===== config.mk =====
export PLATFORM = sky130hd
export DESIGN_NAME = instruction_sequencer
export DESIGN_NICKNAME = d
export VERILOG_FILES = /design/src/rtl/seq_pkg.sv /design/src/rtl/seq_decode.sv /design/src/rtl/instruction_sequencer.sv
export SDC_FILE = /design/constraint.sdc
export NUM_CORES = 1
export LEC_CHECK = 0
export BUFFER_PORTS_ARGS = -buffer_cell sky130_fd_sc_hd__buf_4
export CORE_UTILIZATION = 35
export CTS_BUF_LIST = sky130_fd_sc_hd__clkbuf_4
export DETAILED_ROUTE_END_ITERATION = 12
export GPL_TIMING_DRIVEN = 0
export PLACE_DENSITY = 0.53
export RECOVER_POWER = 50
export SLEW_MARGIN = 20
export SYNTH_ARGS = -nofsm -noshare
export SYNTH_HDL_FRONTEND = slang
export SYNTH_SLANG_ARGS = --single-unit

===== constraint.sdc =====
create_clock -name clk -period 5.07 [get_ports clk]
set_input_delay 0 -clock clk [delete_from_list [all_inputs] [get_ports clk]]
set_output_delay 0 -clock clk [all_outputs]
set_load 0.02 [all_outputs]

===== src/rtl/seq_pkg.sv =====
// Shared types for the instruction sequencer: opcode encodings, FSM states and
// the decoded strobe bundle driven towards the datapath.
package seq_pkg;

  // Narrowest legal opcode field; wider fields only extend the illegal range.
  localparam int unsigned OpcodeBits = 3;

  typedef enum logic [OpcodeBits-1:0] {
    OpMov  = 3'd0,
    OpMac  = 3'd1,
    OpWait = 3'd2,
    OpSetr = 3'd3,
    OpLdsw = 3'd4
  } opcode_e;

  typedef enum logic [1:0] {
    StIdle,
    StRun,
    StLdswClr
  } state_e;

  typedef struct packed {
    logic f_reg_e;
    logic f_wait;
    logic f_load;
    logic f_clr;
    logic wr_res;
  } ctrl_t;

  localparam ctrl_t CtrlNone    = '0;
  localparam ctrl_t CtrlLdswClr = '{f_reg_e: 1'b0, f_wait: 1'b0, f_load: 1'b0,
                                    f_clr: 1'b1, wr_res: 1'b1};

endpackage


===== src/rtl/seq_decode.sv =====
// Combinational decode of one instruction into its first-cycle strobes,
// register enables, repeat count and illegal flag.
module seq_decode
  import seq_pkg::*;
#(
  parameter int unsigned OPCODE_WIDTH  = 3,
  parameter int unsigned OPERAND_WIDTH = 8,
  parameter int unsigned N_REGS        = 3
) (
  input  logic [OPCODE_WIDTH-1:0]  opcode,
  input  logic [OPERAND_WIDTH-1:0] operand,
  output ctrl_t                    ctrl,
  output logic [N_REGS-1:0]        alu_reg_en,
  output logic [OPERAND_WIDTH-1:0] count,
  output logic                     is_ldsw,
  output logic                     illegal
);

  localparam logic [OPCODE_WIDTH-1:0]  LastOp  = OPCODE_WIDTH'(OpLdsw);
  localparam logic [N_REGS-1:0]        RegOne  = N_REGS'(1);
  localparam logic [OPERAND_WIDTH:0]   RegLim  = (OPERAND_WIDTH+1)'(N_REGS);

  logic    op_undef;
  opcode_e op;

  assign op_undef = opcode > LastOp;
  assign op       = opcode_e'(opcode[OpcodeBits-1:0]);

  always_comb begin
    ctrl       = CtrlNone;
    alu_reg_en = '0;
    count      = '0;
    is_ldsw    = 1'b0;
    illegal    = op_undef;
    if (!op_undef) begin
      case (op)
        OpMov: begin
          ctrl.wr_res = 1'b1;
          ctrl.f_clr  = 1'b1;
          alu_reg_en  = '1;
        end
        OpMac: begin
          ctrl.f_reg_e = 1'b1;
          ctrl.wr_res  = 1'b1;
          count        = operand;
        end
        OpWait: begin
          ctrl.f_wait = 1'b1;
          count       = operand;
        end
        OpSetr: begin
          if ({1'b0, operand} >= RegLim) illegal = 1'b1;
          else                           alu_reg_en = RegOne << operand;
        end
        OpLdsw: begin
          ctrl.f_load  = 1'b1;
          ctrl.f_reg_e = 1'b1;
          alu_reg_en   = '1;
          is_ldsw      = 1'b1;
        end
        default: illegal = 1'b1;
      endcase
    end
  end

endmodule


===== src/rtl/instruction_sequencer.sv =====
// Valid/ready instruction sequencer: decodes each accepted instruction and
// plays out its registered control strobes over one or more cycles.
module instruction_sequencer
  import seq_pkg::*;
#(
  parameter int unsigned OPCODE_WIDTH  = 3,
  parameter int unsigned OPERAND_WIDTH = 8,
  parameter int unsigned N_REGS        = 3
) (
  input  logic                     clk,
  input  logic                     rst_n,
  input  logic                     instr_valid,
  output logic                     instr_ready,
  input  logic [OPCODE_WIDTH-1:0]  instr_opcode,
  input  logic [OPERAND_WIDTH-1:0] instr_operand,
  input  logic                     flush,
  output logic                     f_reg_e,
  output logic                     f_wait,
  output logic                     f_load,
  output logic                     f_clr,
  output logic                     wr_res,
  output logic [N_REGS-1:0]        alu_reg_en,
  output logic                     busy,
  output logic                     illegal
);

  state_e                   state_q;
  logic [OPERAND_WIDTH-1:0] cnt_q;
  logic                     ldsw_q;
  ctrl_t                    ctrl_q;
  logic [N_REGS-1:0]        alu_q;
  logic                     busy_q;
  logic                     illegal_q;

  ctrl_t                    dec_ctrl;
  logic [N_REGS-1:0]        dec_alu;
  logic [OPERAND_WIDTH-1:0] dec_count;
  logic                     dec_ldsw;
  logic                     dec_illegal;

  logic last_cycle;
  logic accept;

  seq_decode #(
    .OPCODE_WIDTH (OPCODE_WIDTH),
    .OPERAND_WIDTH(OPERAND_WIDTH),
    .N_REGS       (N_REGS)
  ) u_decode (
    .opcode    (instr_opcode),
    .operand   (instr_operand),
    .ctrl      (dec_ctrl),
    .alu_reg_en(dec_alu),
    .count     (dec_count),
    .is_ldsw   (dec_ldsw),
    .illegal   (dec_illegal)
  );

  // Final cycle of an instruction frees the port for back-to-back issue.
  assign last_cycle  = (state_q == StRun && cnt_q == '0 && !ldsw_q) || state_q == StLdswClr;
  assign instr_ready = !flush && (state_q == StIdle || last_cycle);
  assign accept      = instr_valid && instr_ready;

  always_ff @(posedge clk or negedge rst_n) begin
    if (!rst_n) begin
      state_q   <= StIdle;
      cnt_q     <= '0;
      ldsw_q    <= 1'b0;
      ctrl_q    <= CtrlNone;
      alu_q     <= '0;
      busy_q    <= 1'b0;
      illegal_q <= 1'b0;
    end else if (flush) begin
      state_q   <= StIdle;
      cnt_q     <= '0;
      ldsw_q    <= 1'b0;
      ctrl_q    <= CtrlNone;
      alu_q     <= '0;
      busy_q    <= 1'b0;
      illegal_q <= 1'b0;
    end else if (accept) begin
      illegal_q <= dec_illegal;
      if (dec_illegal) begin
        state_q <= StIdle;
        cnt_q   <= '0;
        ldsw_q  <= 1'b0;
        ctrl_q  <= CtrlNone;
        alu_q   <= '0;
        busy_q  <= 1'b0;
      end else begin
        state_q <= StRun;
        cnt_q   <= dec_count;
        ldsw_q  <= dec_ldsw;
        ctrl_q  <= dec_ctrl;
        alu_q   <= dec_alu;
        busy_q  <= (dec_count != '0) || dec_ldsw;
      end
    end else begin
      illegal_q <= 1'b0;
      if (state_q == StRun && ldsw_q) begin
        state_q <= StLdswClr;
        ldsw_q  <= 1'b0;
        ctrl_q  <= CtrlLdswClr;
        alu_q   <= '0;
        busy_q  <= 1'b0;
      end else if (state_q == StRun && cnt_q != '0) begin
        // Strobes hold while the repeat count drains; busy drops on the last one.
        cnt_q  <= cnt_q - 1'b1;
        busy_q <= cnt_q != OPERAND_WIDTH'(1);
      end else begin
        state_q <= StIdle;
        cnt_q   <= '0;
        ldsw_q  <= 1'b0;
        ctrl_q  <= CtrlNone;
        alu_q   <= '0;
        busy_q  <= 1'b0;
      end
    end
  end

  assign f_reg_e    = ctrl_q.f_reg_e;
  assign f_wait     = ctrl_q.f_wait;
  assign f_load     = ctrl_q.f_load;
  assign f_clr      = ctrl_q.f_clr;
  assign wr_res     = ctrl_q.wr_res;
  assign alu_reg_en = alu_q;
  assign busy       = busy_q;
  assign illegal    = illegal_q;

endmodule


* Word-level counts from Yosys, hierarchy flattened *
Index checks and enable logic that the tools add are counted.

storage, ports and cells
  flip-flop bits (word level) = 21
  bits in latches = 0
  RAM bits = 0
  bits in read-only memories = 0
  input bits = 15
  output and inout bits = 11
  logic and storage cells = 92
  memories kept = 0

operators by class
  add/subtract/negate cells = 1
  $mul = 0
  div/mod/pow operators = 0
  magnitude comparators = 2
  equal/unequal tests = 9
  shift operators = 1
  mux-type cells = 47
  bitwise gates (word level) = 0
  reductions and logical operators = 21

operators by type and width
  operator                                              number
  two-way mux 8 bit                                     7
  two-way mux 5 bit                                     6
  two-way mux 1 bit                                     21
  two-way mux 3 bit                                     7
  nonzero test 8 bit                                    2
  >= comparator 8 x 2 -> 1 bit (second input constant)  1
  zero test 8 bit                                       1
  two-way mux 2 bit                                     4
  != test 8 x 1 -> 1 bit (second input constant)        1
  OR reduction 2 bit                                    4
  << shifter 1 x 8 -> 3 bit (first input constant)      1
  subtractor 8 x 1 -> 8 bit (second input constant)     1
  equality test 3 x 2 -> 1 bit (second input constant)  2
  logical AND 1 bit                                     6
  case mux 3 bit (2 select lines)                       1
  != test 4 bit (second input constant)                 1
  OR reduction 4 bit                                    1
  equality test 3 x 1 -> 1 bit (second input constant)  1
  equality test 3 bit (second input constant)           1
  > comparator 3 bit (second input constant)            1
  zero test 3 bit                                       1
  logical OR 1 bit                                      3
  != test 3 bit (second input constant)                 1
  equality test 2 x 1 -> 1 bit (second input constant)  1
  4 further kinds                                       5

* Depth between registers and ports, before layout *
Gate-level depths: netlist of the first run.

  depth in word-level cells = 9
  mapped depth = 7
  depth with buffers taken out = 6

* By module *
Synthesis of the first run repeated with hierarchy kept, for this count alone.

unflattened totals
  cells, all modules = 132
  area, all modules = 1320.0 sq um

modules (own cells, without submodules)
  module                 times used  cells an instance  area an instance (sq um)  sequential area each (sq um)
  instruction_sequencer  1           98                 1081.0                    525.5
  seq_decode             1           34                 239.0                     0.0

* Worst setup path before layout of the first run *
Ideal clock, no wire load.

  path type = reg2reg
  from = register cnt_q[0]
  to = register cnt_q[0]
  arrival = 1.881 ns
  setup slack = 3.122 ns
  cell stages (with the launch flop) = 8
  period minus slack after synthesis = 1.948 ns
  cells stage by stage = dfrtp_1 inv_1 ha_1 buf_2 nor4b_2 a41oi_4 nor4_4 a221o_1

on the way
  word-level cells in the longest chain between the ends = 9

RTL lines
  element                                                            line                          RTL
  from (decl)                                                        instruction_sequencer.sv:28   logic [OPERAND_WIDTH-1:0] cnt_q;
  from (signal assigned)                                             instruction_sequencer.sv:91   cnt_q <= dec_count;
  from (signal assigned)                                             instruction_sequencer.sv:107  cnt_q <= cnt_q - 1'b1;
  branches (longest 9 deep; another with subtractor 8 x 1 -> 8 bit)  --

Several ways; the timed one is not identified. The select of a mux whose other input is x is not followed.
A chain may end at the register's enable or synchronous reset.

* Worst setup path in the final report of the first run *
Ends and elaborated chain as after synthesis.

==> results of run 1 <==
-- final timing paths --
| kind | startpoint | endpoint |
|---|---|---|
| min in group asynchronous | rst_n | cnt_q[1] |
| worst min register to register | f_clr | f_clr |
| worst max-delay path | cnt_q[0] | cnt_q[0] |
| max in group asynchronous | rst_n | illegal |
| worst max register to register | cnt_q[0] | cnt_q[0] |
| worst min-delay path | instr_valid | illegal |
-- power by group through the flow --
| stage | registers (mW) | clock network, mW | logic [mW] |
|---|---|---|---|
| floorplan | 0.204 | 0 | 0.159 |
| global placement | 0.198 | 0 | 0.231 |
| detailed placement | 0.199 | 0 | 0.231 |
| CTS | 0.196 | 0.0831 | 0.237 |
| global route | 0.199 | 0.0896 | 0.256 |
| finish | 0.196 | 0.0793 | 0.232 |
-- critical path, delay by kind of cell, from the launching register on --
kind	cells	cell delay, ps
AND/OR/NAND/NOR	2	920
flip-flops	1	460
AO/OA/AOI/OAI	2	420
buffers and inverters	2	320
adder cells (fa/ha/maj)	1	140
-- final cells by class --
class	instances	area, sq um	area share [%]
timing repair buffer	33	248	15.8
sequential	20	500	31.8
clock inverter	1	3.75	0.239
tap	46	57.6	3.66
inverter	5	18.8	1.19
buffer	7	30.0	1.91
multi-input combinational	85	691	43.9
clock buffer	3	22.5	1.43
-- per-layer routing --
metal / part of all wire (%) / wire length (um)
met3: 4.6 / 142
met4: 0.64 / 20
met1: 46 / 1440
met2: 49 / 1510
met5: 0 / 0
-- timing repair --
action / in CTS / in global routing
hold buffers: 9 / 0
setup buffers: 0 / 0
endpoints found under the hold margin: 28 / 0
endpoints found under the setup margin: 0 / 0
resized for setup: 0 / 0
-- sequential cells by signal, indices dropped and copies added (netlist names) --
register	cells
ldsw_q	1
illegal	1
f_reg_e	1
state_q	2
alu_reg_en	3
busy	1
f_wait	1
f_clr	1
wr_res	1
cnt_q	8
-- cells by family (layout without fill, tap and decap cells) --
kind of cell / after synthesis / after routing / share of synthesized area (%)
AOI/OAI and AO/OA: 40 / 40 / 28.0
xor gates and xnor gates: 2 / 2 / 1.41
adders and majority gates: 3 / 3 / 3.03
buffers and inverters: 12 / 49 / 3.93
DFF: 20 / 20 / 40.4
muxes: 1 / 1 / 0.807
and+or+nand+nor: 39 / 39 / 22.5
-- through the flow --
step	cell area [sq um]	hold WS (ps)	setup slack (ps)	util, %
floorplan	1240	-296	3120	-
global placement	1480	-101	2760	43.9
detailed placement	1480	-97.6	2770	43.9
CTS	1590	100	2740	47.4
global route	1570	95.5	2620	46.7
finish	1570	90.1	2750	46.7
-- placed cells by master, fill, tap and decap left out, types with 3 or more instances in the layout --
| cell type | n |
|---|---|
| buf_4 | 18 |
| inv_1 | 5 |
| nor2_1 | 8 |
| ha_1 | 3 |
| clkbuf_4 | 3 |
| o21ai_0 | 3 |
| dlygate4sd3_1 | 9 |
| o32ai_1 | 4 |
| a22o_1 | 3 |
| a311oi_1 | 3 |
| o2bb2ai_1 | 4 |
| a21oi_1 | 6 |
| clkbuf_1 | 10 |
| nand2b_1 | 3 |
| dfrtp_1 | 20 |
| buf_2 | 3 |
-- synth_stat cells (2+ instances only) --
cell type and number:
clkbuf_1 4, dfrtp_1 20, a22oi_1 2, xnor2_1 2, a22o_1 3, nand2b_1 3
o2bb2ai_1 4, nor4_4 2, o31ai_1 2, nand3b_1 2, a31oi_1 2, a311oi_1 3
buf_2 3, nand4_1 2, inv_1 5, ha_1 3, o21ai_0 3, o32ai_1 4
nor3_1 2, a211o_2 2, nand2_1 2, nor2_1 8, nor3b_1 2, and3_1 2
nor4b_1 2, a21oi_1 6
==> flow_summary.yaml, run 1 <==
timing:
  setup_tns_ps: 0
  period_minus_slack_ps: 2320
  fmax_mhz: 431
  rsz0062_at_grt: "no"
  worst_pin_slew_ps: 1140
  hold_viol_final: 0
  drv_slew: 0
  skew_ps: 1.44
  fin_crit_sh_pct: 45.7
  finalSetupViolCount: 0
  slew_headroom_pct: 24.3
critical_path:
  end_kind: "flop"
  slowest_delay_ps: 520
  rr_worst_depth: 7
  worstPathRequired_ps: 5320
  crit_arrival_ps: 2570
  cp_max_fo: 8
  critPathKind: "flop to flop"
  rrSetupSlack_ps: 2750
  path_cells: "inv_1 > ha_1 > buf_2 > nor4b_2 > a41oi_4 > nor4_4 > a221o_1"
  start_kind: "flop"
  crit_slowest_cell: "nor4_4"
clock_network:
  cts_root_buf: "clkbuf_4"
  cts_made_buffers: 3
  ctsHtreeMaxLevel: 1
  cts_tree: "done"
  clock_latency_ps: 300
  cts_sinks: 20
  path_clk_slew_ps: 120
  ctsLongestPathBuffers: 2
finish:
  area_growth_syn_to_layout_pct: 26.7
  fin_nets: 173
  fin_cells: 200
  n_antenna_cell: 0
  num-fill-cells: 352
  drive_above_1_share_pct: 22.1
logic_synthesis:
  synth_area_leaders: "dfrtp_1, nor4_4, ha_1"
  yosysSeqAreaShare_pct: 40.4
  synth_cell_types: 48
  ys_async_sr_fraction_pct: 100
  ys_ff_latch: 20
  syn_inst: 117
  synth_nets: 135
  synth.avg_cell_area_sq_um: 10.6
  ys_warn_count: 0
  synth_top_cell_area_share_pct: 40.4
  yosys.area.top_type: "dfrtp_1"
  synthFlopType: "dfrtp_1"
  syn_area_sq_um: 1240
  synth-edff-count: 0
global_route:
  grtUsageTotal_pct: 19.4
  met2_usage_pct: 32.0
  use_met1_pct: 26.6
  grt_pass1_vias: 1110
  grt_pass1_wl_mm: 5.33
  grt_use_met3_pct: 1.89
  antenna_found_initial: 0
  globalRoute.totalOverflow: 0
  grt_max_degree: 21
  grt-busiest-layer: "met2"
floorplan:
  rows: 21
  core_sq_um: 3360
  die_w_um: 61.5
  initial_core_util_pct: 36.9
  dieArea_sq_um: 3780
  io_pins: 26
  dieHeight_um: 61.5
power:
  p_total_mw: 0.507
  clkPwrFrac_pct: 15.6
  ir_drop_v: 0.000124
  total_leakage_power_nw: 0.679
  intPower_mw: 0.308
  powerDensity_nw_per_um2: 323
  power_switching_share_pct: 39.3
  power.share.sequential_pct: 38.6
  p_comb_share_pct: 45.8
  p_switching_mw: 0.199
placement:
  io_buffers: 24
  hpwl_mm: 2.26
  gp_congestion: 0.809
  dp.cells: 187
detailed_routing:
  drtIter0Drc: 44
  drc: 0
  detail-route-antenna-nets: 0
  post_drt_wl_per_cell_um: 15.6
  vias: 1127
  vias_per_cell: 5.64
  drt-pass1-iter-count: 4
  wirelength_mm: 3.11
worst_hold_path:
  hold_path.class: "primary input to flop"
  hold_depth: 3
status:
  outcome: "finished, final reports clean"
job:
  cap_viol_max_count: 0
Power figures use the tool's default switching activity.
==> run 2: changes to the inputs <==
ABC_AREA = 1   (was default)
clock period = 2.4 ns   (was 5.07 ns; I/O delays follow)
==> run 2 against run 1 <==
Effect of this change:
- core utilization is 1.6 points lower
- sequential power grew 91%
- largest power group is now registers
- final cell count rose by 39%
- critical path type unchanged
- largest cell class unchanged
- worst hold slack worse by 73 ps
- highest routed layer unchanged
==> flow_summary.yaml, run 2 <==
detailed_routing:
  vias_per_cell: 4.77
  drc: 0
  post_drt_wl_per_cell_um: 12.1
  wirelength_mm: 3.38
  drtIter0Drc: 95
  detail-route-antenna-nets: 0
  drt-pass1-iter-count: 4
  vias: 1326
logic_synthesis:
  yosysSeqAreaShare_pct: 37.0
  synth_area_leaders: "dfrtp_1, nand2_1, nand3_1"
  synth_nets: 216
  syn_inst: 198
  ys_ff_latch: 20
  yosys.area.top_type: "dfrtp_1"
  syn_area_sq_um: 1350
  synth.avg_cell_area_sq_um: 6.84
  synth.most_common_cell: "nand2_1"
  synth_cell_types: 28
  synth-edff-count: 0
  synth_common_cells: "nand2_1, nand3_1, dfrtp_1"
  synth_top_cell_area_share_pct: 37.0
  ys_warn_count: 0
  ys_async_sr_fraction_pct: 100
  synthFlopType: "dfrtp_1"
floorplan:
  dieArea_sq_um: 4120
  die_w_um: 64.2
  initial_core_util_pct: 36.7
  dieHeight_um: 64.2
  rows: 22
  core_sq_um: 3690
  io_pins: 26
timing:
  finalSetupViolCount: 0
  fmax_mhz: 565
  skew_ps: 4.10
  drv_slew: 0
  period_minus_slack_ps: 1770
  setup_tns_ps: 0
  hold_viol_final: 0
  worst_pin_slew_ps: 1100
  fin_crit_sh_pct: 73.7
  rsz0062_at_grt: "no"
  holdWs_ps: 17.4
  setup_ws_ps: 631
  slew_headroom_pct: 26.8
power:
  ir_drop_v: 0.000246
  total_leakage_power_nw: 0.897
  powerDensity_nw_per_um2: 550
critical_path:
  path_cells: "inv_1 > ha_1 > inv_1 > nor2_2 > nand3_2 > nand2_4 > nand3_4 > buf_6 > o21ai_1 > nand2_1"
  end_kind: "flop"
  crit_slowest_cell: "dfrtp_1"
  crit_arrival_ps: 1980
  worstReg2RegStart: "cnt_q[0]"
  rrSetupSlack_ps: 630
  cp_max_fo: 10
  cp_common_cell: "inv_1"
  start_kind: "flop"
  critPathKind: "flop to flop"
  rr_worst_depth: 10
  worstPathRequired_ps: 2610
  r2r_end: "wr_res"
  timing.critical_path.buf_inv: 3
  critPathTopFamily: "simple AND/OR/NAND/NOR gates"
  slowest_delay_ps: 440
global_route:
  grtUsageTotal_pct: 18.8
  antenna_found_initial: 0
  grt_pass1_wl_mm: 6.06
  grt_max_degree: 21
  globalRoute.totalOverflow: 0
  grt_pass1_vias: 1301
job:
  cap_viol_max_count: 0
clock_network:
  post_cts_buffers: 0
  cts_sinks: 20
  cts_tree: "done"
  cts_made_buffers: 3
  ctsHtreeMaxLevel: 1
  cts_root_buf: "clkbuf_4"
  clock_latency_ps: 310
  path_clk_slew_ps: 120
  ctsLongestPathBuffers: 2
finish:
  fin_util_pct: 45.1
  fin_nets: 249
  final_common_cell: "nand2_1"
  final_cell_mix: "nand2_1, nand3_1, dfrtp_1, nor2_1, buf_4"
  final_area_sq_um: 1660
  largest_reg_flops: 8
  largest_register: "cnt_q"
  drive_above_1_share_pct: 17.8
  area_growth_syn_to_layout_pct: 22.9
  n_antenna_cell: 0
worst_hold_path:
  hold_start: "instr_opcode[1]"
  min_delay_worst_endpoint: "f_wait"
  hold_depth: 3
  hold_path.class: "primary input to flop"
status:
  outcome: "finished, final reports clean"
placement:
  pre_cts_ws_ps: 665
  hpwl_mm: 2.63
  io_buffers: 24
  placed_cell_area_sq_um: 1590
  gp_congestion: 0.913
-- run 2: cell count changes in the layout (fill, tap and decap cells not counted), sizes merged, moves of 5 or more --
cell and delta:
dlygate4sd3 -5, nand2 +71, o21ai +7, nor2 +12, nand4 +9, nand3 +22, inv +18
-- run 2: report_power, final --
group	switching [mW]	internal, mW	leakage [nW]
combinational	0.164	0.0941	0.597
clock	0.115	0.169	0.0279
sequential	0.0168	0.357	0.272
-- run 2: worst max path at each step --
stage                        start             to  cells after the start
final                     cnt_q[0]         wr_res                     10
after global routing      cnt_q[0]  alu_reg_en[2]                      9
after CTS                 cnt_q[0]         wr_res                     10
after detailed placement  cnt_q[0]         wr_res                     10
after global placement    cnt_q[0]         wr_res                     10
after floorplan           cnt_q[0]         wr_res                     10
-- run 2: cell families after synthesis --
logic type | synth area share, %
AOI/OAI and AO/OA | 6.29
xor gates and xnor gates | 1.29
adders and majority gates | 2.77
buffers and inverters | 8.50
DFF | 37.0
and+or+nand+nor | 44.2
-- run 2: repair_timing --
action,in CTS,in global routing
gates resized for setup,0,0
hold endpoints to repair,23,0
hold buffers,4,0
-- run 2: cell type report --
type / instances / area, sq um
plain buffers: 4 / 25.0
clock buffers: 3 / 22.5
clock inverters: 1 / 30.0
fillers: 408 / 2020
inverters: 24 / 90.1
multi-input cells: 150 / 738
flip-flops and latches: 20 / 500
well taps: 48 / 60.1
repair buffers: 28 / 198
-- run 2: stage by stage --
| stage | cells | power (mW) |
|---|---|---|
| finish | 278 | 0.915 |
| global route | 278 | 0.983 |
| CTS | 278 | 0.935 |
| detailed placement | 270 | 0.640 |
| global placement | 270 | 0.635 |
| floorplan | 198 | 0.554 |
-- run 2: worst register-to-register path: cells and delay by family, from the launching register on --
kind            cells  cell delay [ps]
compound gates      1              120
buf+inv             3              330
simple gates        5              610
fa+ha+maj           1              160
flops               1              440
-- run 2: per-layer routing --
metal	part of all wire (%)	track usage [%]	vias up
met3	4.1	2.14	4
met2	44	28.6	28
met1	51	27.7	592
met4	0.98	5.83	0
met5	0	0	-
li1	-	-	702
